==> config.mk <==
export PLATFORM = sky130hd
export DESIGN_NAME = punt_cycle_sequencer
export DESIGN_NICKNAME = d
export VERILOG_FILES = /design/src/rtl/punt_cycle_sequencer.sv
export SDC_FILE = /design/constraint.sdc
export NUM_CORES = 1
export LEC_CHECK = 0
export CORE_MARGIN = 3
export CORE_UTILIZATION = 49
export CTS_BUF_LIST = sky130_fd_sc_hd__clkbuf_2
export DETAILED_ROUTE_END_ITERATION = 7
export PLACE_DENSITY = 0.89
export SETUP_SLACK_MARGIN = 0.4
export SLEW_MARGIN = 20
export SYNTH_ARGS = -nofsm -noshare
export SYNTH_HDL_FRONTEND = slang
export SYNTH_SLANG_ARGS = --single-unit
==> constraint.sdc <==
create_clock -name CLKCPU_A -period 1.8 [get_ports CLKCPU_A]
set_input_delay 0.27 -clock CLKCPU_A [delete_from_list [all_inputs] [get_ports CLKCPU_A]]
set_output_delay 0.27 -clock CLKCPU_A [all_outputs]
set_load 0.1 [all_outputs]
==> src/rtl/punt_cycle_sequencer.sv <==
// punt_cycle_sequencer: forwards one qualified punted CPU cycle to the MCU,
// waits for the MCU ack edge (or a timeout), then drives DSACK until the
// CPU ends the cycle. All outputs are registered.
module punt_cycle_sequencer #(
    parameter int         TIMEOUT   = 200,
    parameter logic [1:0] DSACK_VAL = 2'b10
) (
    input  logic       CLKCPU_A,
    input  logic       RESET,
    input  logic       AS20,
    input  logic       PUNT_IN,
    input  logic       ENABLE,
    input  logic       DEC_RTC,
    input  logic       DEC_JOY,
    input  logic       DEC_BTN,
    input  logic       MCU_ACK,
    output logic       REQ_RTC,
    output logic       REQ_JOY,
    output logic       REQ_BTN,
    output logic [1:0] DSACK_OUT,
    output logic       DSACK_OE,
    output logic       BUSY,
    output logic       TIMEOUT_P
);

    typedef enum logic [1:0] {IDLE, WAIT_ACK, TERM} state_t;

    // Last counter value before a forced termination.
    localparam logic [7:0] CNT_LAST = 8'(TIMEOUT - 1);

    state_t     state, state_n;
    logic [2:0] sel, sel_n;          // one-hot {rtc, btn, joy}, latched on accept
    logic [7:0] cnt, cnt_n;
    logic       oe, oe_n;
    logic [1:0] dout, dout_n;
    logic       busy, busy_n;
    logic       tp, tp_n;
    logic [2:0] ack_sync;            // s0 = [0], s1 = [1], s2 = [2]

    logic rtc_q, joy_q, btn_q, ack_rise;

    // Joystick and button requests only exist while the MCU is enabled.
    assign rtc_q    = DEC_RTC;
    assign joy_q    = DEC_JOY & ENABLE;
    assign btn_q    = DEC_BTN & ENABLE;
    assign ack_rise = ack_sync[1] & ~ack_sync[2];

    // Bring the asynchronous MCU ack into the CPU clock domain.
    always_ff @(posedge CLKCPU_A) begin
        if (RESET) ack_sync <= 3'b000;
        else       ack_sync <= {ack_sync[1:0], MCU_ACK};
    end

    // State and output registers.
    always_ff @(posedge CLKCPU_A) begin
        if (RESET) begin
            state <= IDLE;
            sel   <= 3'b000;
            cnt   <= 8'd0;
            oe    <= 1'b0;
            dout  <= 2'b11;
            busy  <= 1'b0;
            tp    <= 1'b0;
        end else begin
            state <= state_n;
            sel   <= sel_n;
            cnt   <= cnt_n;
            oe    <= oe_n;
            dout  <= dout_n;
            busy  <= busy_n;
            tp    <= tp_n;
        end
    end

    // Next state and next registered outputs; abort beats ack beats timeout.
    always_comb begin
        state_n = state;
        sel_n   = sel;
        cnt_n   = cnt;
        oe_n    = oe;
        dout_n  = dout;
        busy_n  = busy;
        tp_n    = 1'b0;
        case (state)
            IDLE: begin
                if (!AS20 && PUNT_IN && (rtc_q || btn_q || joy_q)) begin
                    state_n = WAIT_ACK;
                    sel_n   = rtc_q ? 3'b100 : (btn_q ? 3'b010 : 3'b001);
                    busy_n  = 1'b1;
                    cnt_n   = 8'd0;
                end
            end
            WAIT_ACK: begin
                if (AS20) begin
                    state_n = IDLE;
                    sel_n   = 3'b000;
                    busy_n  = 1'b0;
                end else if (ack_rise) begin
                    state_n = TERM;
                    oe_n    = 1'b1;
                    dout_n  = DSACK_VAL;
                end else if (cnt == CNT_LAST) begin
                    state_n = TERM;
                    oe_n    = 1'b1;
                    dout_n  = DSACK_VAL;
                    tp_n    = 1'b1;
                end else if (cnt != 8'hFF) begin
                    cnt_n = cnt + 8'd1;
                end
            end
            TERM: begin
                if (AS20) begin
                    state_n = IDLE;
                    sel_n   = 3'b000;
                    oe_n    = 1'b0;
                    dout_n  = 2'b11;
                    busy_n  = 1'b0;
                end
            end
            default: begin
                state_n = IDLE;
                sel_n   = 3'b000;
                oe_n    = 1'b0;
                dout_n  = 2'b11;
                busy_n  = 1'b0;
            end
        endcase
    end

    assign REQ_RTC   = sel[2];
    assign REQ_BTN   = sel[1];
    assign REQ_JOY   = sel[0];
    assign DSACK_OUT = dout;
    assign DSACK_OE  = oe;
    assign BUSY      = busy;
    assign TIMEOUT_P = tp;

endmodule

=== Word level (Yosys, flattened, before mapping) ===
Index checks and enable logic that the tools add are counted.

* Input port bits: 9
* Register bits after elaboration: 21
* Output and inout bits: 8
* Logic and storage cells: 69
* ROM bits: 0
* Bits in latches: 0
* RAM bits: 0
* Memories: 0

* Add/sub/neg operators: 1
* Div/mod/pow operators: 0
* Shifts and indexed selects: 0
* Order comparisons: 0
* Multiply operators: 0
* Equality and inequality tests: 13
* Reduce and logical (&&, ||, !) cells: 13
* Bitwise logic cells: 6
* Mux-type cells: 28

{| class="wikitable"
|+ Operators by type and width
! kind !! number
|-
| $mux 8 || 5
|-
| $mux 2 || 8
|-
| $pmux 8 s2 || 1
|-
| $ne 2x2->1 const B || 6
|-
| $pmux 2 s3 || 2
|-
| $mux 3 || 3
|-
| $add 8x1->8 const B || 1
|-
| $eq 8x8->1 const B || 1
|-
| $ne 8x8->1 const B || 1
|-
| $mux 1 || 6
|-
| $pmux 3 s2 || 1
|-
| $reduce_and 6->1 || 1
|-
| $ne 4x4->1 const B || 1
|-
| $reduce_and 4->1 || 1
|-
| $reduce_or 4->1 || 1
|-
| $and 1x1->1 || 3
|-
| $ne 3x3->1 const B || 1
|-
| $not 1->1 || 3
|-
| $pmux 1 s3 || 1
|-
| $reduce_and 3->1 || 1
|-
| $eq 2x1->1 const B || 1
|-
| $eq 2x2->1 const B || 1
|-
| $logic_and 1x1->1 || 2
|-
| $logic_not 2->1 || 1
|-
| other kinds (7) || 8
|}

=== Logic depth before layout (Yosys ltp) ===
Gate-level depths: netlist of the first run.

* Depth after elaboration: 6
* Depth in mapped cells: 7
* Depth with buffers taken out: 7

=== Least setup slack after synthesis of the first run ===
OpenSTA, ideal clock, no wires.

* Path kind: register to register
* Start: register state[1]
* End: register cnt[2]
* Cell stages (with the launch flop): 8
* Clock period less this slack: 1.822 ns
* Setup time: 0.074 ns
* Data required time: 1.726 ns
* Path buffers: 0
* Arrival time: 1.748 ns
* Setup slack: -0.022 ns
* Cell sequence: dfxtp_1 > inv_1 > ha_1 > nor2b_1 > nor2b_1 > a21oi_1 > or4_1 > a31oi_1

* Cells in the longest elaborated chain, start to end: 3
* Elaborated cells on any way between the ends: 10
* Those cells by class: eq/ne: 6; mux: 1; reduce/logical: 3

{| class="wikitable"
|+ RTL lines
! item !! RTL line !! source
|-
| start: declaration || 31 || <nowiki>state_t state, state_n;</nowiki>
|-
| start signal: assignment || 65 || <nowiki>state <= state_n;</nowiki>
|-
| $eq 2x1->1 or $logic_not 2->1 (tied branches) || 84 || <nowiki>case (state)</nowiki>
|-
| $ne 2x2->1 (no line) or $reduce_bool 2->1 (tied branches) || - ||
|-
| $reduce_and 6->1 (no line) || - ||
|-
| end signal: assignment || 67 || <nowiki>cnt <= cnt_n;</nowiki>
|-
| end: declaration || 33 || <nowiki>logic [7:0] cnt, cnt_n;</nowiki>
|}

Parallel ways exist; a longest one is shown, timed or not.
A chain may end at the register's enable or synchronous reset.

=== Worst setup path in the final report of the first run ===
* Start: register cnt[1]
* End: register cnt[6]

* Cells in the longest elaborated chain, start to end: 6
* Elaborated cells on any way between the ends: 11
* Those cells by class: add/sub: 1; eq/ne: 4; mux: 5; reduce/logical: 1

{| class="wikitable"
|+ RTL lines
! item !! RTL line !! source
|-
| $add 8x1->8 || 108 || <nowiki>cnt_n = cnt + 8'd1;</nowiki>
|-
| $mux 8 || 107 || <nowiki>end else if (cnt != 8'hFF) begin</nowiki>
|-
| $mux 8 || 102 || <nowiki>end else if (cnt == CNT_LAST) begin</nowiki>
|-
| $mux 8 || 98 || <nowiki>end else if (ack_rise) begin</nowiki>
|-
| $mux 8 || 94 || <nowiki>if (AS20) begin</nowiki>
|-
| $pmux 8 s2 || 84 ||
|}

Parallel ways exist; a longest one is shown, timed or not. The select of a mux whose other input is x is not followed.

==> PnR_summary.wiki, run 1 <==
{| class="wikitable"
! Metric !! Value
|-
| Clock tree root buffer cell || sky130_fd_sc_hd__clkbuf_2
|-
| Number of synthesized flops with an enable pin || 0
|-
| Layout cell share with drive strength beyond 1 || 0.445
|-
| Final wirelength || 3770 um
|-
| Period utilization || 1.03
|-
| Peak supply drop || 801 uV
|-
| Setup skew after layout || 27.4 ps
|-
| Setup Viol. Count Final || 2
|-
| Arr. time, crit path || 2120 ps
|-
| Setup crit start kind || register
|-
| Distinct cells, synth || 41
|-
| Synth warn || 0
|-
| Number of ports placed on the die boundary || 17
|-
| Sum of net half-perimeters after detailed placement || 1990 um
|-
| Violated checks || negative setup slack
|-
| Leftover overflow at the end of global routing || 0
|-
| Total global routing track utilization || 0.265
|-
| Maximum fanout along the worst path || 3
|-
| Class of the tightest hold or removal check || input port to register
|-
| Max layer used || met4
|-
| Min Tclk post-route || 1860 ps
|-
| Post-Place Worst Slack || -457 ps
|-
| Antenna violations before repair || 0
|-
| Largest net degree at the start of global routing || 16
|-
| Clock-pin slew reported for the worst setup and hold paths after clock tree synthesis || 210 ps
|-
| DRT Pass-1 Iters || 4
|-
| Total negative setup slack || -91.9 ps
|-
| Endpoint class of the critical path || register
|-
| Detailed-route DRC error count || 0
|-
| Minimum setup slack among reg-to-reg paths || -60 ps
|-
| Synth Net Count || 139
|-
| Number of core rows || 16
|-
| CORE AREA || 2000 um2
|-
| Final critical-path setup slack || -55.8 ps
|-
| Ys async rst share || 0
|-
| Via count of the first global-routing pass || 1213
|-
| Die area || 2770 um2
|-
| TritonCTS clock tree || done
|-
| Main synth FF type || sky130_fd_sc_hd__dfxtp_1
|-
| First-pass GRT wire length || 5310 um
|-
| Average instance area after synthesis || 8.45 um2
|-
| Total of fill cells in the finished design || 117
|-
| Required time of the worst setup path || 2060 ps
|-
| First DRT Iteration DRCs || 44
|-
| Area growth from synthesis to layout || 56.9%
|-
| Placed Area || 1400 um2
|-
| Overall power || 1710 uW
|-
| Reported leakage power || 0.000654 uW
|-
| DR WL met3 || 270 um
|-
| Deepest clock path buffer count || 2
|-
| RSZ-0062 raised after global routing || true
|-
| Initial core utilization || 0.532
|-
| Areal power density over the cells || 1030 nW/um2
|-
| Final hold slack || 438 ps
|-
| Die Y-Extent || 52.6 um
|-
| Vias per inst || 6.19
|-
| Post-Synthesis Cells || 126
|-
| Number of nets with antenna violations after routing || 0
|-
| Insertion delay of the later-clocked pin in the worst-skew pair || 350 ps
|-
| Total CTS buffers || 3
|-
| Run status || finished, violations left
|-
| Part of the Yosys area used for sequential elements || 0.376
|-
| Nets@finish || 187
|-
| Count of inserted antenna diode cells || 0
|-
| Routed wirelength normalized by instance count || 18.8 um
|-
| Fmax achieved || 539 MHz
|-
| Final standard cell area without fillers || 1670 um2
|-
| Routed length on met1 || 1480 um
|-
| Number of buffers inserted by hold repair at cts || 0
|-
| Total number of H-tree levels || 1
|-
| Reported max-cap violation count || 0
|-
| Classification of the worst setup path || register to register
|-
| Hold Fails Final Rpt || 0
|-
| Die X-Extent || 52.6 um
|-
| Register bit count reported by yosys || 20
|-
| Clock sink count || 20
|-
| Pins over their slew limit || 0
|-
| Routed length on met2 || 1890 um
|-
| Cell area after synthesis || 1060 um2
|-
| Buffers added on ports || 15
|-
| Total number of vias || 1238
|-
| GP Congestion || 0.872
|}
==> registers in the layout, indices dropped and copies added, names as in the netlist <==
| name | cells |
|---|---|
| BUSY | 1 |
| DSACK_OE | 1 |
| DSACK_OUT | 1 |
| TIMEOUT_P | 1 |
| ack_sync | 3 |
| cnt | 8 |
| sel | 3 |
| state | 2 |
==> metal layers <==
layer | global-route usage | vias up
met5 | 0 | -
met4 | 0.213 | 0
met3 | 0.0513 | 13
met2 | 0.483 | 67
met1 | 0.252 | 606
li1 | - | 552
==> final timing paths <==
path                                               end  depth (start not counted)              startpoint
worst max-delay path               cnt[6]$_SDFFE_PP0P_                          6     cnt[1]$_SDFFE_PP0P_
worst min-delay path            ack_sync[0]$_SDFF_PP0_                          2                 MCU_ACK
worst max register to register     cnt[6]$_SDFFE_PP0P_                          6     cnt[1]$_SDFFE_PP0P_
worst min register to register  ack_sync[1]$_SDFF_PP0_                          1  ack_sync[0]$_SDFF_PP0_
==> synthesized netlist by cell type (3+ instances only) <==
library cell	count	area [um2]
sky130_fd_sc_hd__a21oi_1	7	35.0
sky130_fd_sc_hd__a31oi_1	3	18.8
sky130_fd_sc_hd__dfxtp_1	20	400
sky130_fd_sc_hd__ha_1	4	50.1
sky130_fd_sc_hd__inv_1	7	26.3
sky130_fd_sc_hd__mux2i_1	4	40.0
sky130_fd_sc_hd__nand2_1	9	33.8
sky130_fd_sc_hd__nand2b_1	3	18.8
sky130_fd_sc_hd__nand3_1	9	45.0
sky130_fd_sc_hd__nor2_1	8	30.0
sky130_fd_sc_hd__nor2b_1	7	43.8
sky130_fd_sc_hd__nor3_1	3	15.0
sky130_fd_sc_hd__o21ai_0	8	40.0
==> cell type report <==
class	instances	area [um2]	share of cell area
clock buffer	3	15.0	0.00899
clock inverter	1	3.75	0.00225
inverter	7	36.3	0.0217
multi-input combinational	95	791	0.473
sequential	20	407	0.243
tap	27	33.8	0.0202
timing repair buffer	47	384	0.230
==> layout by cell type, fill, tap and decap left out, types with 2 or more instances in the layout <==
| cell | netlist | routed |
|---|---|---|
| sky130_fd_sc_hd__nor2b_4 | 0 | 3 |
| sky130_fd_sc_hd__nor3b_1 | 2 | 2 |
| sky130_fd_sc_hd__nor3_2 | 0 | 2 |
| sky130_fd_sc_hd__nand4_1 | 2 | 2 |
| sky130_fd_sc_hd__mux2i_1 | 4 | 3 |
| sky130_fd_sc_hd__nand4b_1 | 2 | 2 |
| sky130_fd_sc_hd__inv_1 | 7 | 4 |
| sky130_fd_sc_hd__nand3_1 | 9 | 8 |
| sky130_fd_sc_hd__a21oi_1 | 7 | 4 |
| sky130_fd_sc_hd__nand2b_4 | 0 | 2 |
| sky130_fd_sc_hd__clkdlybuf4s50_1 | 0 | 2 |
| sky130_fd_sc_hd__nor2_1 | 8 | 7 |
| sky130_fd_sc_hd__o21ai_1 | 1 | 3 |
| sky130_fd_sc_hd__nand2_1 | 9 | 8 |
| sky130_fd_sc_hd__nor2b_1 | 7 | 4 |
| sky130_fd_sc_hd__clkbuf_2 | 0 | 3 |
| sky130_fd_sc_hd__dlygate4sd2_1 | 0 | 6 |
| sky130_fd_sc_hd__a31oi_1 | 3 | 3 |
| sky130_fd_sc_hd__ha_4 | 0 | 4 |
| sky130_fd_sc_hd__dfxtp_2 | 0 | 5 |
| sky130_fd_sc_hd__buf_6 | 0 | 5 |
| sky130_fd_sc_hd__o21ai_0 | 8 | 4 |
| sky130_fd_sc_hd__buf_4 | 1 | 34 |
| sky130_fd_sc_hd__dfxtp_1 | 20 | 15 |
| sky130_fd_sc_hd__a21oi_2 | 0 | 2 |
==> what timing repair did <==
item	in CTS	in global routing
gates cloned	0	0
setup endpoints to repair	17	17
resized for setup	23	21
pin swaps	13	15
setup buffers	11	3
==> power breakdown <==
group / switching, uW / total, uW / internal [uW]
Sequential: 28.2 / 506 / 477
Clock: 147 / 195 / 48.2
Combinational: 557 / 1010 / 455
Total: 732 / 1710 / 980
==> worst max-delay path: stages (launching register included) <==
cell                      delay [ps]
sky130_fd_sc_hd__dfxtp_2         400
sky130_fd_sc_hd__ha_4            160
sky130_fd_sc_hd__nand2_2          60
sky130_fd_sc_hd__or4_4           530
sky130_fd_sc_hd__a21o_4          240
sky130_fd_sc_hd__a311o_1         340
sky130_fd_sc_hd__o41ai_2          70
==> stage by stage <==
step,utilization,std cells
6_report,0.834,200
5_1_grt,0.834,200
4_1_cts,0.776,197
3_5_place_dp,0.700,182
3_3_place_gp,0.700,182
2_1_floorplan,-,126
==> kinds of logic after synthesis <==
group / Yosys count / share of synthesized area
and+or+nand+nor: 55 / 0.288
DFF: 20 / 0.376
muxes: 4 / 0.0376
buffers and inverters: 11 / 0.0423
AOI/OAI and AO/OA: 31 / 0.206
adders and majority gates: 4 / 0.0470
other: 1 / 0.00352
No activity file was read; power rests on OpenSTA's default activity.
==> inputs of run 2 (changes only) <==
Settings changed: PLACE_DENSITY 0.89 to 0.81.
==> run 2 against run 1 <==
  * The flow still finishes with violations (negative setup slack)
  * Die area is the same
  * Sequential share of layout area shrank 2.3 points
  * Clock skew grew 21 ps
  * Sequential cell count is the same
  * Register-to-register slack lost 110 ps
  * Combinational power grew 20%
  * Count of clock-buffer cells in the layout is the same
  * Fmax shrank 5.7%
  * Utilization grew 8.9 points
  * Non-clock buffer count grew 8
  * Critical path depth grew 1
  * Largest cell class unchanged
  * Largest power group unchanged
  * Highest routed layer unchanged
==> PnR_summary.wiki, run 2 (synthesis results as in run 1) <==
{| class="wikitable"
! Metric !! Value
|-
| Deepest clock path buffer count || 2
|-
| Critical path's largest stage delay || 460 ps
|-
| Antenna violations before repair || 0
|-
| Reported max-cap violation count || 0
|-
| Most common library cell in the layout ignoring fill and taps || sky130_fd_sc_hd__buf_4
|-
| Buffers added on ports || 15
|-
| Run status || finished, violations left
|-
| Die X-Extent || 52.6 um
|-
| Total CTS buffers || 3
|-
| Number of nets with antenna violations after routing || 0
|-
| Origin of the worst setup path || cnt[3]$_SDFFE_PP0P_
|-
| Placed Area || 1440 um2
|-
| WP depth || 7
|-
| DRT Pass-1 Iters || 4
|-
| Arr. time, crit path || 2280 ps
|-
| Reg2reg end || cnt[5]$_SDFFE_PP0P_
|-
| Violated checks || negative setup slack
|-
| Depth of the worst register-to-register path || 7
|-
| Setup skew after layout || 48.8 ps
|-
| Peak supply drop || 855 uV
|-
| Worst Hold Depth || 4
|-
| Count of inserted antenna diode cells || 0
|-
| Nets@finish || 195
|-
| Startpoint of the lowest-slack hold path || DEC_BTN
|-
| Clock-pin slew reported for the worst setup and hold paths after clock tree synthesis || 250 ps
|-
| Total global routing track utilization || 0.288
|-
| Setup crit start kind || register
|-
| Fmax achieved || 508 MHz
|-
| Insertion delay of the later-clocked pin in the worst-skew pair || 410 ps
|-
| Overall power || 1930 uW
|-
| Critical path cell sequence || or2_1, or4_4, buf_6, a21oi_4, buf_6, o21ai_0, nand3_1
|-
| Sum of net half-perimeters after detailed placement || 2210 um
|-
| GP Congestion || 0.810
|-
| Routed wirelength normalized by instance count || 25.5 um
|-
| Via count of the first global-routing pass || 1247
|-
| Total number of H-tree levels || 1
|-
| Final non-filler cell total || 208
|-
| Min Tclk post-route || 1970 ps
|-
| Vias per inst || 6.71
|-
| Final critical-path setup slack || -169 ps
|-
| Post-Place Worst Slack || -470 ps
|-
| Areal power density over the cells || 1050 nW/um2
|-
| Number of core rows || 16
|-
| Detailed-route DRC error count || 0
|-
| Largest register by flop count || cnt
|-
| Largest register FFs || 8
|-
| RSZ-0062 raised after global routing || true
|-
| Period utilization || 1.09
|-
| TritonCTS clock tree || done
|-
| CP top delay family || simple AND/OR/NAND/NOR gates
|-
| Clock tree root buffer cell || sky130_fd_sc_hd__clkbuf_2
|-
| Number of placed instances with taps included || 187
|-
| Reported leakage power || 0.000736 uW
|-
| Clock sink count || 20
|-
| Termination of the worst setup path || cnt[5]$_SDFFE_PP0P_
|-
| Classification of the worst setup path || register to register
|-
| Commonest non-fill, non-tap cells in the layout || sky130_fd_sc_hd__buf_4 (34), sky130_fd_sc_hd__dfxtp_1 (15), sky130_fd_sc_hd__buf_6 (12), sky130_fd_sc_hd__nand3_1 (9), sky130_fd_sc_hd__nand2_1 (8)
|-
| Registers with the most flip-flops || cnt (8), ack_sync (3), sel (3)
|-
| Slowest stage cell on the critical path || sky130_fd_sc_hd__or4_4
|-
| Worst r2r src || cnt[3]$_SDFFE_PP0P_
|-
| Leftover overflow at the end of global routing || 0
|-
| Buffers plus inverters on the worst setup path || 2
|-
| Endpoint class of the critical path || register
|-
| Minimum setup slack among reg-to-reg paths || -170 ps
|-
| Total number of vias || 1395
|-
| Critical Path Most Common Cell || sky130_fd_sc_hd__buf_6
|-
| Pins over their slew limit || 0
|-
| Area growth from synthesis to layout || 73.6%
|-
| Final standard cell area without fillers || 1850 um2
|-
| Final wirelength || 5310 um
|-
| Number of ports placed on the die boundary || 17
|-
| Worst-margin pin slew || 548 ps
|-
| Remaining max-slew budget at the tightest pin || 0.634
|-
| First-pass GRT wire length || 5840 um
|-
| Layout cell share with drive strength beyond 1 || 0.525
|-
| CORE AREA || 2000 um2
|-
| Largest net degree at the start of global routing || 15
|-
| Initial core utilization || 0.532
|-
| Die area || 2770 um2
|-
| Hold Fails Final Rpt || 0
|-
| First DRT Iteration DRCs || 110
|-
| Total negative setup slack || -1210 ps
|-
| Die Y-Extent || 52.6 um
|-
| Setup Viol. Count Final || 10
|-
| Class of the tightest hold or removal check || input port to register
|-
| Required time of the worst setup path || 2110 ps
|-
| Maximum fanout along the worst path || 7
|}
==> run 2: area by class of cell <==
cell class / instances / area [um2]
clock inverters: 1 / 3.75
clock buffers: 3 / 15.0
repair buffers: 55 / 483
fillers: 70 / 154
multi-input cells: 95 / 867
inverters: 7 / 38.8
well taps: 27 / 33.8
flip-flops and latches: 20 / 407
==> run 2: worst min-delay path by stage <==
stage               slack, ps                     end
floorplan                 400  ack_sync[0]$_SDFF_PP0_
global placement          420  ack_sync[1]$_SDFF_PP0_
detailed placement        430  ack_sync[1]$_SDFF_PP0_
CTS                       470  ack_sync[1]$_SDFF_PP0_
global route              480     sel[0]$_SDFFE_PP0P_
finish                    480     sel[0]$_SDFFE_PP0P_
==> run 2: routing by layer <==
layer	vias up	GRT usage	wire (um)
li1	562	-	-
met4	0	0.157	446
met2	129	0.533	2540
met1	646	0.295	1840
met3	58	0.0627	488
met5	-	0	0
==> run 2: repair_timing <==
action,CTS,global route
resized for setup,45,26
pin swaps,16,20
cloned,0,0
hold buffers,0,0
setup buffers,9,8
setup endpoints to repair,17,17
==> run 2: per-stage QoR <==
stage               hold slack [ps]   util
floorplan                       398      -
finish                          481  0.923
global placement                417  0.719
global route                    480  0.923
CTS                             466  0.829
detailed placement              434  0.719
==> run 2: worst register-to-register path: stages, from the launching register on <==
cell                      delay (ps)
sky130_fd_sc_hd__dfxtp_1         400
sky130_fd_sc_hd__or2_1           280
sky130_fd_sc_hd__or4_4           460
sky130_fd_sc_hd__buf_6           150
sky130_fd_sc_hd__a21oi_4         150
sky130_fd_sc_hd__buf_6           180
sky130_fd_sc_hd__o21ai_0         150
sky130_fd_sc_hd__nand3_1         120
==> run 2: power breakdown <==
group / switching [uW] / internal, uW
Combinational: 677 / 531
Clock: 175 / 48.1
Sequential: 24.4 / 478
